File: config.mk
export PLATFORM = sky130hd
export DESIGN_NAME = fifo_push_arbiter_flat
export DESIGN_NICKNAME = d
export VERILOG_FILES = /design/src/rtl/fifo_arb_pkg.sv /design/src/rtl/fifo_push_arbiter_if.sv /design/src/rtl/fifo_push_arbiter_rr_pick.sv /design/src/rtl/fifo_push_arbiter.sv /design/src/flat_wrapper.sv
export SDC_FILE = /design/constraint.sdc
export NUM_CORES = 1
export LEC_CHECK = 0
export CAP_MARGIN = 20
export CORE_MARGIN = 4
export CORE_UTILIZATION = 34
export CTS_CLUSTER_SIZE = 30
export DETAILED_ROUTE_END_ITERATION = 6
export GPL_TIMING_DRIVEN = 0
export PLACE_DENSITY = 0.83
export SLEW_MARGIN = 20
export SYNTH_ARGS = -nofsm -noshare
export SYNTH_HDL_FRONTEND = slang
export SYNTH_SLANG_ARGS = --single-unit
File: constraint.sdc
create_clock -name clk -period 2.2 [get_ports clk]
set_clock_uncertainty 0.1 [all_clocks]
set_input_delay 0.55 -clock clk [delete_from_list [all_inputs] [get_ports clk]]
set_output_delay 0.55 -clock clk [all_outputs]
set_load 0.05 [all_outputs]
File: src/rtl/fifo_arb_pkg.sv
// fifo_arb_pkg: shared arbiter state type and index-width helper
package fifo_arb_pkg;

    typedef enum logic {ARB_IDLE, ARB_HOLD} arb_state_t;

    function automatic int idx_w(input int n);
        return n > 1 ? $clog2(n) : 1;
    endfunction

endpackage

File: src/rtl/fifo_push_arbiter_if.sv
// fifo_push_arbiter_if: requester bundle plus FIFO write-port signals
interface fifo_push_arbiter_if
    import fifo_arb_pkg::*;
#(
    parameter int NUM_REQ    = 4,
    parameter int DATA_WIDTH = 8
) ();
    logic [NUM_REQ-1:0]            req;
    logic [NUM_REQ*DATA_WIDTH-1:0] req_data;
    logic [NUM_REQ-1:0]            grant;
    logic                          fifo_push;
    logic [DATA_WIDTH-1:0]         fifo_data_in;
    logic                          fifo_full;
    logic [idx_w(NUM_REQ)-1:0]     owner;
    logic                          owner_valid;

    modport master (
        output req, req_data, fifo_full,
        input  grant, fifo_push, fifo_data_in, owner, owner_valid
    );

    modport slave (
        input  req, req_data, fifo_full,
        output grant, fifo_push, fifo_data_in, owner, owner_valid
    );
endinterface

File: src/rtl/fifo_push_arbiter_rr_pick.sv
// rr_pick: rotating-priority search starting just after ptr
module rr_pick
    import fifo_arb_pkg::*;
#(
    parameter int NUM_REQ = 4,
    parameter int IW      = idx_w(NUM_REQ)
) (
    input  logic [NUM_REQ-1:0] req,
    input  logic [IW-1:0]      ptr,
    output logic               found,
    output logic [IW-1:0]      idx
);
    logic [IW-1:0] c;

    // Walk farthest-to-nearest so the closest requester after ptr wins last.
    always_comb begin
        found = 1'b0;
        idx = '0;
        c = '0;
        for (int k = NUM_REQ; k >= 1; k--) begin
            c = IW'((int'(ptr) + k) % NUM_REQ);
            if (req[c]) begin
                found = 1'b1;
                idx = c;
            end
        end
    end
endmodule

File: src/rtl/fifo_push_arbiter.sv
// fifo_push_arbiter: round-robin, burst-limited sharing of one FIFO write port
module fifo_push_arbiter
    import fifo_arb_pkg::*;
#(
    parameter int NUM_REQ    = 4,
    parameter int DATA_WIDTH = 8,
    parameter int MAX_BURST  = 2
) (
    input logic           clk,
    input logic           rst,
    fifo_push_arbiter_if.slave bus
);
    localparam int IW = idx_w(NUM_REQ);
    localparam int BW = $clog2(MAX_BURST + 1);

    arb_state_t    state, state_nx;
    logic [IW-1:0] ptr, ptr_nx, owner, owner_nx, pick_ptr, win, gnt_idx;
    logic [BW-1:0] burst_cnt, burst_nx, bump;
    logic          found, hold_live, gnt_v;

    rr_pick #(.NUM_REQ(NUM_REQ), .IW(IW)) u_pick (
        .req   (bus.req),
        .ptr   (pick_ptr),
        .found (found),
        .idx   (win)
    );

    assign hold_live = state == ARB_HOLD && bus.req[owner];
    assign pick_ptr  = state == ARB_HOLD ? owner : ptr;
    assign gnt_idx   = hold_live ? owner : win;
    assign gnt_v     = !rst && !bus.fifo_full && (hold_live || found);
    assign bump      = burst_cnt + BW'(1);

    assign bus.grant        = gnt_v ? NUM_REQ'(1) << gnt_idx : '0;
    assign bus.fifo_push    = gnt_v;
    assign bus.fifo_data_in = gnt_v ? bus.req_data[gnt_idx*DATA_WIDTH +: DATA_WIDTH] : '0;
    assign bus.owner_valid  = state == ARB_HOLD;
    assign bus.owner        = state == ARB_HOLD ? owner : '0;

    always_ff @(posedge clk) begin
        if (rst) begin
            state <= ARB_IDLE;
            ptr <= IW'(NUM_REQ - 1);
            owner <= '0;
            burst_cnt <= '0;
        end else begin
            state <= state_nx;
            ptr <= ptr_nx;
            owner <= owner_nx;
            burst_cnt <= burst_nx;
        end
    end

    // An owner that drops req hands over in the same cycle via a search from owner.
    always_comb begin
        state_nx = state;
        ptr_nx = ptr;
        owner_nx = owner;
        burst_nx = burst_cnt;
        if (!bus.fifo_full) begin
            if (hold_live) begin
                burst_nx = bump;
                if (bump == BW'(MAX_BURST)) begin
                    ptr_nx = owner;
                    burst_nx = '0;
                    state_nx = ARB_IDLE;
                end
            end else begin
                if (state == ARB_HOLD)
                    ptr_nx = owner;
                if (found) begin
                    burst_nx = BW'(1);
                    if (MAX_BURST == 1) begin
                        ptr_nx = win;
                    end else begin
                        owner_nx = win;
                        state_nx = ARB_HOLD;
                    end
                end else if (state == ARB_HOLD) begin
                    state_nx = ARB_IDLE;
                    burst_nx = '0;
                end
            end
        end
    end
endmodule

File: src/flat_wrapper.sv
// flat-port wrapper written by rule: the top's interface ports become plain ports
module fifo_push_arbiter_flat import fifo_arb_pkg::*;
#(
    parameter int NUM_REQ    = 4,
    parameter int DATA_WIDTH = 8,
    parameter int MAX_BURST  = 2
)
  (clk, rst, bus_req, bus_req_data, bus_fifo_full, bus_grant, bus_fifo_push, bus_fifo_data_in, bus_owner, bus_owner_valid);
  fifo_push_arbiter_if #(.NUM_REQ(NUM_REQ), .DATA_WIDTH(DATA_WIDTH)) bus_i ();
  input logic clk;
  input logic rst;
  input wire logic [$bits(bus_i.req)-1:0] bus_req;
  input wire logic [$bits(bus_i.req_data)-1:0] bus_req_data;
  input wire logic [$bits(bus_i.fifo_full)-1:0] bus_fifo_full;
  output wire logic [$bits(bus_i.grant)-1:0] bus_grant;
  output wire logic [$bits(bus_i.fifo_push)-1:0] bus_fifo_push;
  output wire logic [$bits(bus_i.fifo_data_in)-1:0] bus_fifo_data_in;
  output wire logic [$bits(bus_i.owner)-1:0] bus_owner;
  output wire logic [$bits(bus_i.owner_valid)-1:0] bus_owner_valid;
  assign bus_i.req = bus_req;
  assign bus_i.req_data = bus_req_data;
  assign bus_i.fifo_full = bus_fifo_full;
  assign bus_grant = bus_i.grant;
  assign bus_fifo_push = bus_i.fifo_push;
  assign bus_fifo_data_in = bus_i.fifo_data_in;
  assign bus_owner = bus_i.owner;
  assign bus_owner_valid = bus_i.owner_valid;
  fifo_push_arbiter #(.NUM_REQ(NUM_REQ), .DATA_WIDTH(DATA_WIDTH), .MAX_BURST(MAX_BURST)) u_core (.clk(clk), .rst(rst), .bus(bus_i));
endmodule
==> flow_metrics.env <==
export IMPL_hpwl_um=2847
export IMPL_core_rowCount=19
export IMPL_placedCellCount=211
export IMPL_wl_per_cell_um=18.48
export IMPL_synth_top_cell_area_share=0.1354
export IMPL_grt_overflow_total=0
export IMPL_syn_to_final_growth_pct=92.50
export IMPL_finalCritPeriodShare=1.291
export IMPL_clkSinkCount=7
export IMPL_period_needed_ps=2840
export IMPL_cts_max_path_buffers=2
export IMPL_antenna_found_initial=0
export IMPL_yosys_cell_types_count=43
export IMPL_antennaDiodeCount=0
export IMPL_grt_pass1_vias=1458
export IMPL_status="finished, violations left"
export IMPL_postSynthCellCount=127
export IMPL_port_buffers=53
export IMPL_setup_tns_ps=-7049
export IMPL_cpPeakStageDelay_ps=390
export IMPL_min_from="u_core.burst_cnt[1]"
export IMPL_crit_required_ps=1550
export IMPL_grt_setup_unrepaired="yes"
export IMPL_rr_worst_depth=8
export IMPL_cts_buffers=3
export IMPL_syn_cell_area_um2=1035
export IMPL_crit_path_end_kind="output port"
export IMPL_leakagePower_nw=0.8083
export IMPL_coreArea_um2=2829
export IMPL_initial_utilization=0.3658
export IMPL_hold_viol_final=0
export IMPL_nFillCells=216
export IMPL_fin_ws_ps=-640.0
export IMPL_r2r_start="u_core.owner[1]"
export IMPL_grt_use_total=0.2106
export IMPL_powerDensity_nw_per_um2=453.9
export IMPL_syn_avg_cell_area_um2=8.148
export IMPL_hold_path_end="u_core.burst_cnt[1]"
export IMPL_ctsHoldBuffers=0
export IMPL_synthArstFlopShare=0
export IMPL_worstSetupStartpointType="flip-flop"
export IMPL_cts_root_buffer="clkbuf_4"
export IMPL_holdCritPathClass="flip-flop to flip-flop"
export IMPL_die_width_um=63.17
export IMPL_drt_iter0_markers=88
export IMPL_routed_wl_um=4417
export IMPL_synthTopCellsByArea="dfxtp_1 (14%), o211ai_1 (12%), nand3_1 (8.2%)"
export IMPL_gp_congestion=0.8135
export IMPL_yosysMostFrequentCell="nand3_1"
export IMPL_synth_area_leader_cell="dfxtp_1"
export IMPL_drtPass1Iterations=4
export IMPL_stdcell_count=239
export IMPL_ioPinCount=55
export IMPL_die_area_um2=3990
export IMPL_regToRegSetupSlack_ps=190
export IMPL_crit_path_max_fanout=7
export IMPL_setup_viol=12
export IMPL_synth_edf_count=0
export IMPL_utilization=0.7041
export IMPL_cpMaxStageDelayCell="dfxtp_4"
export IMPL_ys_warn_count=0
export IMPL_worstPathArrival_ps=2190
export IMPL_synth_seq_cells=7
export IMPL_synth_ff_type="dfxtp_1"
export IMPL_holdPathStages=1
export IMPL_maxCapViolCount=0
export IMPL_seq_area_frac_synth=0.1354
export IMPL_grt_max_degree=11
export IMPL_dieHeight_um=63.17
export IMPL_vdd_drop_max_v=0.0004077
export IMPL_cts_tree="built"
export IMPL_grt_pass1_wl_um=6893
export IMPL_final_layout_size_suffix_gt1_frac=0.4135
export IMPL_violations="setup timing"
export IMPL_nNetsFinal=248
export IMPL_clk_pin_slew_ps=60
export IMPL_max_freq_ghz=0.3521
export IMPL_slew_violations=0
export IMPL_clkLatencyLatePin_ps=260
export IMPL_synth_common_cells="nand3_1 (17), o211ai_1 (16), nand4_1 (8), nor2_1 (8)"
export IMPL_h_tree_depth=1
export IMPL_relSlewSlack=0.6207
export IMPL_syn_nets=166
export IMPL_ant_nets=0
export IMPL_worstPathCellList="buf_6 -> mux2_4 -> a2bb2oi_4 -> buf_6 -> a41o_1 -> buf_6 -> nand3_1 -> nand4_1 -> buf_6"
export IMPL_crit_top_cell="buf_6"
export IMPL_worstSetupPathType="flip-flop to output port"
export IMPL_vias=1430
export IMPL_drt_drc_violations_left=0
export IMPL_via_per_inst=5.983
export IMPL_r2r_end="u_core.ptr[0]"
export IMPL_tightest_slew_ps=564.7
-- worst max-delay path, delay by kind of cell (launching register included) --
| family | cells | cell delay (ps) |
|---|---|---|
| AO/OA/AOI/OAI | 2 | 470 |
| flip-flops | 1 | 390 |
| multiplexers | 1 | 310 |
| AND/OR/NAND/NOR | 2 | 200 |
| buffers and inverters | 4 | 540 |
-- stage by stage --
step | setup slack [ps] | hold WS, ps | instance area, um2 | power, mW
after detailed placement | -1859 | 385.1 | 1619 | 0.6265
after floorplan | -579.3 | 361.5 | 1050 | 0.4597
after CTS | -668.1 | 399.8 | 1921 | 0.8565
after global routing | -757.2 | 457.6 | 1992 | 0.9525
final | -640.0 | 420.1 | 1992 | 0.9041
after global placement | -1786 | 379.5 | 1619 | 0.6157
-- placed cells by master, fill, tap and decap left out, types with 2 or more instances in the layout --
cell type / count
mux2_4: 2
nor2b_1: 4
buf_2: 2
buf_6: 19
nand2_1: 3
nand3_2: 3
o211ai_1: 16
dfxtp_4: 2
clkbuf_8: 4
and2b_2: 2
a21oi_1: 6
nand4_1: 8
a211oi_4: 2
nor4_4: 2
and3_1: 3
dfxtp_1: 5
a41o_1: 2
nand3_1: 14
inv_1: 6
a211oi_2: 2
clkdlybuf4s50_1: 32
buf_4: 20
buf_8: 5
dlygate4sd2_1: 2
clkbuf_4: 3
nor2_1: 8
a211o_1: 2
and2_4: 2
-- worst max path at each step --
stage	slack, ps	cells after the start	from	endpoint
floorplan	-580	8	u_core.bus.owner_valid	bus_fifo_data_in[2]
finish	-640	9	u_core.owner[1]	bus_fifo_data_in[3]
detailed placement	-1860	8	bus_req[1]	bus_fifo_data_in[2]
global route	-760	9	u_core.owner[0]	bus_fifo_data_in[5]
CTS	-670	9	u_core.owner[1]	bus_fifo_data_in[7]
global placement	-1790	8	bus_req[1]	bus_fifo_data_in[2]
-- registers in the layout (all words and copies together) (netlist names) --
| name | flops |
|---|---|
| u_core.burst_cnt | 2 |
| u_core.ptr | 2 |
| u_core.bus.owner_valid | 1 |
| u_core.owner | 2 |
-- cells by family after synthesis --
| family | synth area share |
|---|---|
| muxes | 0.04474 |
| buffers and inverters | 0.1330 |
| and+or+nand+nor | 0.2975 |
| DFF | 0.1354 |
| AOI/OAI and AO/OA | 0.3894 |
-- final cells by class --
type | count | area [um2] | share of cell area
tap | 31 | 38.79 | 0.01947
timing repair buffer | 79 | 778.2 | 0.3907
sequential | 7 | 147.6 | 0.07412
buffer | 8 | 92.59 | 0.04648
inverter | 7 | 26.28 | 0.01319
clock buffer | 4 | 26.28 | 0.01319
multi-input combinational | 103 | 882.1 | 0.4428
-- repair_timing --
action	4_1_cts	5_1_grt
cloned	2	1
resized for setup	143	17
endpoints found under the setup margin	18	15
pin swaps	17	8
setup buffers	19	5
-- per-layer routing --
| metal | share of wire | global-route usage | vias up |
|---|---|---|---|
| met3 | 0.096 | 0.04973 | 11 |
| met4 | 0.010 | 0.03306 | 0 |
| met5 | 0 | 0 | - |
| li1 | - | - | 657 |
| met1 | 0.40 | 0.2674 | 677 |
| met2 | 0.49 | 0.3650 | 85 |
-- power by group --
part | internal [mW] | total (mW) | leakage, nW | switching (mW)
logic | 0.305 | 0.631 | 0.734 | 0.326
registers | 0.137 | 0.151 | 0.0589 | 0.0140
clock network | 0.0695 | 0.122 | 0.0150 | 0.0526
No activity file was read; power rests on OpenSTA's default activity.
